[config.mk]
export PLATFORM = sky130hd
export DESIGN_NAME = uart_rx_packet_parser
export DESIGN_NICKNAME = d
export VERILOG_FILES = /design/src/rtl/uart_pkt_pkg.sv /design/src/rtl/uart_pkt_buf.sv /design/src/rtl/uart_rx_packet_parser.sv
export SDC_FILE = /design/constraint.sdc
export NUM_CORES = 1
export LEC_CHECK = 0
export ABC_AREA = 1
export BUFFER_PORTS_ARGS = -buffer_cell sky130_fd_sc_hd__buf_4
export CAP_MARGIN = 10
export CORE_MARGIN = 1.5
export CORE_UTILIZATION = 54
export DETAILED_ROUTE_END_ITERATION = 6
export GPL_TIMING_DRIVEN = 0
export PLACE_DENSITY = 0.69
export SYNTH_ARGS = -nofsm -noshare
export SYNTH_HDL_FRONTEND = slang
export SYNTH_SLANG_ARGS = --single-unit
[constraint.sdc]
create_clock -name i_Clock -period 3.9 [get_ports i_Clock]
set_clock_uncertainty 0.05 [all_clocks]
set_input_delay 0.585 -clock i_Clock [delete_from_list [all_inputs] [get_ports i_Clock]]
set_output_delay 0.585 -clock i_Clock [all_outputs]
set_load 0.1 [all_outputs]
[src/rtl/uart_pkt_pkg.sv]
// Shared constants and state encoding for the UART packet parser.
package uart_pkt_pkg;

    localparam logic [7:0] SYNC_BYTE = 8'hA5;
    localparam int         MIN_LEN   = 1;

    typedef enum logic [2:0] {
        IDLE,
        LEN,
        PAYLOAD,
        CHK,
        SEND
    } state_t;

    // Address width for a register buffer of the given depth, never narrower than 1.
    function automatic int addr_w(input int depth);
        return (depth > 1) ? $clog2(depth) : 1;
    endfunction

endpackage

[src/rtl/uart_pkt_buf.sv]
// Payload buffer: DEPTH x 8 registers, one synchronous write port, one combinational read port.
// Latency: write visible the cycle after i_Wr_En; read is same-cycle.
// Backpressure: none, the parser owns both ports.
module uart_pkt_buf #(
    parameter int DEPTH = 16,
    parameter int AW    = 4
) (
    input  logic          i_Clock,
    input  logic          i_Wr_En,
    input  logic [AW-1:0] i_Wr_Addr,
    input  logic [7:0]    i_Wr_Data,
    input  logic [AW-1:0] i_Rd_Addr,
    output logic [7:0]    o_Rd_Data
);

    logic [7:0] r_mem [DEPTH];

    always_ff @(posedge i_Clock) begin
        if (i_Wr_En) begin
            r_mem[i_Wr_Addr] <= i_Wr_Data;
        end
    end

    assign o_Rd_Data = r_mem[i_Rd_Addr];

endmodule

[src/rtl/uart_rx_packet_parser.sv]
// Frames UART bytes as A5,LEN,payload,CHK; replays good payloads; optional stats via UART_PKT_STATS_EN.
// Latency: o_Valid rises the cycle after the CHK byte strobe; error pulses one cycle after the cause.
// Backpressure: output held while o_Valid && !i_Ready; bytes arriving during replay are dropped (o_Overrun).
module uart_rx_packet_parser
    import uart_pkt_pkg::*;
#(
    parameter int MAX_LEN      = 16,
    parameter int TIMEOUT_CLKS = 2170
) (
    input  logic        i_Clock,
    input  logic        i_Rst,
    input  logic        i_RX_DV,
    input  logic [7:0]  i_RX_Byte,
    output logic        o_Valid,
    input  logic        i_Ready,
    output logic [7:0]  o_Data,
    output logic        o_Last,
    output logic [7:0]  o_Len,
    output logic        o_Err_Chk,
    output logic        o_Err_Len,
    output logic        o_Err_Timeout,
    output logic        o_Overrun
`ifdef UART_PKT_STATS_EN
    ,
    output logic [15:0] o_Good_Cnt,
    output logic [15:0] o_Err_Cnt
`endif
);

    localparam int IW = $clog2(MAX_LEN + 1);
    localparam int AW = addr_w(MAX_LEN);
    localparam int TW = $clog2(TIMEOUT_CLKS + 1);

    localparam logic [7:0]    MAX_LEN_B = 8'(MAX_LEN);
    localparam logic [7:0]    MIN_LEN_B = 8'(MIN_LEN);
    localparam logic [TW-1:0] TMO_LAST  = TW'(TIMEOUT_CLKS - 1);

    state_t        r_state;
    state_t        w_state_nxt;
    logic [7:0]    r_len;
    logic [7:0]    w_len_nxt;
    logic [7:0]    r_sum;
    logic [7:0]    w_sum_nxt;
    logic [IW-1:0] r_wr_idx;
    logic [IW-1:0] w_wr_idx_nxt;
    logic [IW-1:0] r_rd_idx;
    logic [IW-1:0] w_rd_idx_nxt;
    logic [TW-1:0] r_tmo_cnt;
    logic [TW-1:0] w_tmo_cnt_nxt;

    logic          r_err_chk;
    logic          r_err_len;
    logic          r_err_tmo;
    logic          r_overrun;
    logic          w_err_chk;
    logic          w_err_len;
    logic          w_err_tmo;
    logic          w_overrun;

    logic          w_buf_wr;
    logic [7:0]    w_rd_data;
    logic [7:0]    w_chk_sum;
    logic          w_in_frame;
    logic          w_tmo_hit;
    logic          w_last;
    logic          w_xfer;

    uart_pkt_buf #(
        .DEPTH (MAX_LEN),
        .AW    (AW)
    ) u_buf (
        .i_Clock   (i_Clock),
        .i_Wr_En   (w_buf_wr),
        .i_Wr_Addr (r_wr_idx[AW-1:0]),
        .i_Wr_Data (i_RX_Byte),
        .i_Rd_Addr (r_rd_idx[AW-1:0]),
        .o_Rd_Data (w_rd_data)
    );

    assign w_in_frame = (r_state == LEN) || (r_state == PAYLOAD) || (r_state == CHK);
    // A strobe in the same cycle as expiry wins over the timeout.
    assign w_tmo_hit  = w_in_frame && !i_RX_DV && (r_tmo_cnt == TMO_LAST);
    assign w_chk_sum  = r_sum + i_RX_Byte;
    assign w_last     = (8'(r_rd_idx) == (r_len - 8'd1));
    assign w_xfer     = (r_state == SEND) && i_Ready;

    always_comb begin
        w_state_nxt   = r_state;
        w_len_nxt     = r_len;
        w_sum_nxt     = r_sum;
        w_wr_idx_nxt  = r_wr_idx;
        w_rd_idx_nxt  = r_rd_idx;
        w_err_chk     = 1'b0;
        w_err_len     = 1'b0;
        w_err_tmo     = 1'b0;
        w_overrun     = 1'b0;
        w_buf_wr      = 1'b0;
        w_tmo_cnt_nxt = (w_in_frame && !i_RX_DV && !w_tmo_hit) ? r_tmo_cnt + 1'b1 : '0;

        case (r_state)
            IDLE: begin
                if (i_RX_DV && (i_RX_Byte == SYNC_BYTE)) begin
                    w_state_nxt = LEN;
                end
            end
            LEN: begin
                if (i_RX_DV) begin
                    if ((i_RX_Byte < MIN_LEN_B) || (i_RX_Byte > MAX_LEN_B)) begin
                        w_err_len   = 1'b1;
                        w_state_nxt = IDLE;
                    end else begin
                        w_len_nxt    = i_RX_Byte;
                        w_sum_nxt    = i_RX_Byte;
                        w_wr_idx_nxt = '0;
                        w_state_nxt  = PAYLOAD;
                    end
                end
            end
            PAYLOAD: begin
                if (i_RX_DV) begin
                    w_buf_wr     = 1'b1;
                    w_sum_nxt    = w_chk_sum;
                    w_wr_idx_nxt = r_wr_idx + 1'b1;
                    if (8'(r_wr_idx) == (r_len - 8'd1)) begin
                        w_state_nxt = CHK;
                    end
                end
            end
            CHK: begin
                if (i_RX_DV) begin
                    if (w_chk_sum == 8'h00) begin
                        w_rd_idx_nxt = '0;
                        w_state_nxt  = SEND;
                    end else begin
                        w_err_chk   = 1'b1;
                        w_state_nxt = IDLE;
                    end
                end
            end
            SEND: begin
                // Incoming bytes are never parsed while the buffer is being replayed.
                w_overrun = i_RX_DV;
                if (w_xfer) begin
                    w_rd_idx_nxt = r_rd_idx + 1'b1;
                    if (w_last) begin
                        w_state_nxt = IDLE;
                    end
                end
            end
            default: begin
                w_state_nxt = IDLE;
            end
        endcase

        if (w_tmo_hit) begin
            w_err_tmo   = 1'b1;
            w_state_nxt = IDLE;
        end
    end

    always_ff @(posedge i_Clock) begin
        if (i_Rst) begin
            r_state   <= IDLE;
            r_len     <= 8'h00;
            r_sum     <= 8'h00;
            r_wr_idx  <= '0;
            r_rd_idx  <= '0;
            r_tmo_cnt <= '0;
            r_err_chk <= 1'b0;
            r_err_len <= 1'b0;
            r_err_tmo <= 1'b0;
            r_overrun <= 1'b0;
        end else begin
            r_state   <= w_state_nxt;
            r_len     <= w_len_nxt;
            r_sum     <= w_sum_nxt;
            r_wr_idx  <= w_wr_idx_nxt;
            r_rd_idx  <= w_rd_idx_nxt;
            r_tmo_cnt <= w_tmo_cnt_nxt;
            r_err_chk <= w_err_chk;
            r_err_len <= w_err_len;
            r_err_tmo <= w_err_tmo;
            r_overrun <= w_overrun;
        end
    end

    // Outputs are forced to zero outside SEND so idle reads of the buffer never leak.
    assign o_Valid       = (r_state == SEND);
    assign o_Data        = o_Valid ? w_rd_data : 8'h00;
    assign o_Len         = o_Valid ? r_len : 8'h00;
    assign o_Last        = o_Valid && w_last;
    assign o_Err_Chk     = r_err_chk;
    assign o_Err_Len     = r_err_len;
    assign o_Err_Timeout = r_err_tmo;
    assign o_Overrun     = r_overrun;

`ifdef UART_PKT_STATS_EN
    logic [15:0] r_good_cnt;
    logic [15:0] r_err_cnt;
    logic        w_good_evt;
    logic        w_err_evt;

    assign w_good_evt = (r_state == CHK) && (w_state_nxt == SEND);
    assign w_err_evt  = r_err_chk || r_err_len || r_err_tmo || r_overrun;

    always_ff @(posedge i_Clock) begin
        if (i_Rst) begin
            r_good_cnt <= 16'h0000;
            r_err_cnt  <= 16'h0000;
        end else begin
            if (w_good_evt && (r_good_cnt != 16'hFFFF)) begin
                r_good_cnt <= r_good_cnt + 16'd1;
            end
            if (w_err_evt && (r_err_cnt != 16'hFFFF)) begin
                r_err_cnt <= r_err_cnt + 16'd1;
            end
        end
    end

    assign o_Good_Cnt = r_good_cnt;
    assign o_Err_Cnt  = r_err_cnt;
`else
    // Statistics counters are not built in this configuration.
`endif

endmodule

==> impl_metrics.env <==
export IMPL_status="finished clean"
export IMPL_synthXorXnorAreaFrac_pct=0.773
export IMPL_die_y_um=124
export IMPL_fin_tns_setup_ns=0
export IMPL_switchingPower_mw=1.42
export IMPL_yosys_area_top_type="edfxtp_1"
export IMPL_switching_share_pct=29.8
export IMPL_fmax_mhz=298
export IMPL_diodes=0
export IMPL_cts_tree="built"
export IMPL_cts_root_buf="clkbuf_16"
export IMPL_rrSetupSlack_ns=1.49
export IMPL_initial_core_util_pct=55.0
export IMPL_cts_resized=0
export IMPL_globalplace_congestion=0.956
export IMPL_worstSetupPathType="reg -> out"
export IMPL_end_kind="output pin"
export IMPL_yosys_area_top_type_share_pct=48.4
export IMPL_synthesis_nets=828
export IMPL_path_cells="buf_2 -> inv_2 -> clkbuf_1 -> nor2_1 -> o22ai_1 -> o211ai_1 -> a21oi_1 -> buf_4"
export IMPL_first_iter_violations=707
export IMPL_place_ws_ns=0.900
export IMPL_max_vdd_ir_drop_mv=0.331
export IMPL_design_area_mm2=0.00902
export IMPL_gr_total_overflow=0
export IMPL_worst_path_dominant_cell_family="buffers and inverters"
export IMPL_grt_first_pass_wirelength_um=31900
export IMPL_yosys_top_cells_count="edfxtp_1, nor2_1, nand2_1"
export IMPL_power_mw=4.77
export IMPL_min_period_ns=3.35
export IMPL_hold_violations=0
export IMPL_grt_setup_unrepaired="no"
export IMPL_io_buffer_count=32
export IMPL_drc=0
export IMPL_ys_types=41
export IMPL_dp_cells=1016
export IMPL_synth_simple_gate_area_share_pct=17.6
export IMPL_netlist_area_mm2=0.00794
export IMPL_num_vias=6199
export IMPL_rr_startpoint="r_state[2]"
export IMPL_wire_per_inst_um=19.5
export IMPL_power_density_mw_per_mm2=530
export IMPL_syn_area_per_cell_um2=9.92
export IMPL_first_pass_iters=6
export IMPL_slowest_delay_ns=0.52
export IMPL_placed_cell_area_mm2=0.00841
export IMPL_fillers=1178
export IMPL_grt_max_degree=23
export IMPL_hp_class="reg -> reg"
export IMPL_core_region_area_mm2=0.0144
export IMPL_muxShareOfSynthArea_pct=0.126
export IMPL_holdWs_ns=0.421
export IMPL_die_area_mm2=0.0154
export IMPL_drv_cap=0
export IMPL_track_usage_pct=26.7
export IMPL_synth_top_family_by_area="simple AND/OR/NAND/NOR gates"
export IMPL_slew_headroom_pct=40.5
export IMPL_synth_seq_area_share_pct=60.8
export IMPL_post_route_util_pct=62.5
export IMPL_htreeDepth=4
export IMPL_p_leak_nw=3.31
export IMPL_syn_inst=800
export IMPL_setup_viol=0
export IMPL_worstPathRequired_ns=3.26
export IMPL_hp_start="r_sum[6]"
export IMPL_cts_max_path_buffers=2
export IMPL_worst_slew_pin_slew_ns=0.890
export IMPL_slowest_stage="clkbuf_1"
export IMPL_fin_crit_sh_pct=86.0
export IMPL_post_cts_setup_buffer_count=0
export IMPL_antenna_found_initial=0
export IMPL_whs_endpoint="r_sum[6]"
export IMPL_cp_max_fo=10
export IMPL_worstHoldPathCells=2
export IMPL_pwr_share_seq_pct=43.9
export IMPL_grt_pass1_vias=6073
export IMPL_area_delta_synth_final_pct=13.6
export IMPL_dieWidth_um=124
export IMPL_synth_top_cells_by_area="edfxtp_1, dfxtp_1, nor2_1, o21ai_0, nand2_1"
export IMPL_r2r_end="u_buf.r_mem[8][4]"
export IMPL_p_int_mw=3.35
export IMPL_p_comb_share_pct=19.7
export IMPL_synth_edf_count=128
export IMPL_instances_no_fill=1048
export IMPL_clock_sinks=177
export IMPL_cp_start_kind="flop"
export IMPL_clk_latency_ns=0.43
export IMPL_cts_made_buffers=17
export IMPL_arrival_ns=2.72
export IMPL_synthArstFlopShare_pct=0
export IMPL_hold_buffers=0
export IMPL_synth_seq_cells=177
export IMPL_nets=879
export IMPL_power_clock_fraction_pct=36.3
export IMPL_path_clk_slew_ns=0.06
export IMPL_antenna_left=0
export IMPL_ios=34
export IMPL_avgViaCountPerCell=5.92
export IMPL_ys_warn_count=0
export IMPL_synth_compound_area_share_pct=13.2
export IMPL_drive_above_1_share_pct=11.7
export IMPL_yosysMostFrequentCell="edfxtp_1"
export IMPL_synthAdderAreaFrac_pct=2.62
export IMPL_core_rowCount=44
export IMPL_cp_num_buf_inv=4
export IMPL_synth_ff_type="edfxtp_1"
export IMPL_finalWorstSetupSlack_ns=0.548
export IMPL_hpwl_um=13700
export IMPL_ff2ff_path_depth=5
export IMPL_drt_total_wl_um=20400
export IMPL_drv_slew=0
[final cells by class]
cell class / count / area, µm² / share of cell area (%)
Timing Repair Buffer: 32 / 240 / 2.66
Buffer: 32 / 131 / 1.46
Sequential cell: 177 / 4820 / 53.5
Clock buffer: 22 / 474 / 5.26
Inverter: 69 / 259 / 2.87
Clock inverter: 10 / 133 / 1.47
Multi-Input combinational cell: 522 / 2730 / 30.2
Tap cell: 184 / 230 / 2.55
[registers in the layout (all words and copies together) (netlist names), named ones only]
register and count:
r_wr_idx 5, u_buf.r_mem 128, o_Err_Timeout 1, r_rd_idx 5, r_state 3, r_sum 8
o_Overrun 1, o_Err_Len 1, o_Err_Chk 1, r_len 8, r_tmo_cnt 12
[power by group through the flow]
stage | registers [mW] | logic [mW] | clock network [mW]
floorplan | 2.15 | 0.620 | 0
global placement | 2.13 | 0.893 | 0
detailed placement | 2.14 | 0.913 | 0
CTS | 2.10 | 0.920 | 1.75
global route | 2.10 | 1.01 | 1.83
finish | 2.10 | 0.941 | 1.74
[how the worst max path moves through the flow]
stage,start,end,depth (start not counted)
after global routing,flop,o_Data[3],8
after detailed placement,i_RX_Byte[0],flop,17
final,flop,o_Data[7],8
after CTS,flop,o_Data[7],8
after floorplan,r_state[1],o_Data[6],7
after global placement,i_RX_Byte[0],flop,17
[routing by layer]
metal  routed length [µm]  GRT usage, %  up-vias
met1                 8550          35.2     2928
li1                     -             -     2907
met4                  734          12.8        0
met3                 1550          4.70       58
met5                    0             0        -
met2                 9570          43.1      306
[kinds of logic (layout without fill, tap and decap cells)]
| kind of cell | after synthesis | count (layout) |
|---|---|---|
| buf+inv | 101 | 165 |
| simple gates | 320 | 320 |
| fa+ha+maj | 16 | 16 |
| mux | 1 | 1 |
| xor+xnor | 7 | 7 |
| flops | 177 | 177 |
| compound gates | 178 | 178 |
[layout by cell type (no fill, tap or decap), types with 4 or more instances in the layout]
master / n
nand2_1: 103
inv_2: 10
o221ai_1: 22
dfxtp_1: 49
inv_1: 58
xor2_1: 5
nand3_1: 52
nand3_2: 5
clkbuf_1: 28
nand2_2: 4
clkbuf_16: 17
edfxtp_1: 128
nor2_1: 121
ha_1: 15
buf_4: 34
a21oi_1: 42
nand4_1: 5
nor3_1: 11
o22ai_1: 10
nor2_2: 8
o21ai_0: 79
o211ai_1: 10
a31oi_1: 5
[worst min-delay path, stage by stage, from the launching register on]
cell	delay [ns]
dfxtp_1	0.31
nand2_1	0.06
a21oi_1	0.05
No activity file was read; power rests on OpenSTA's default activity.
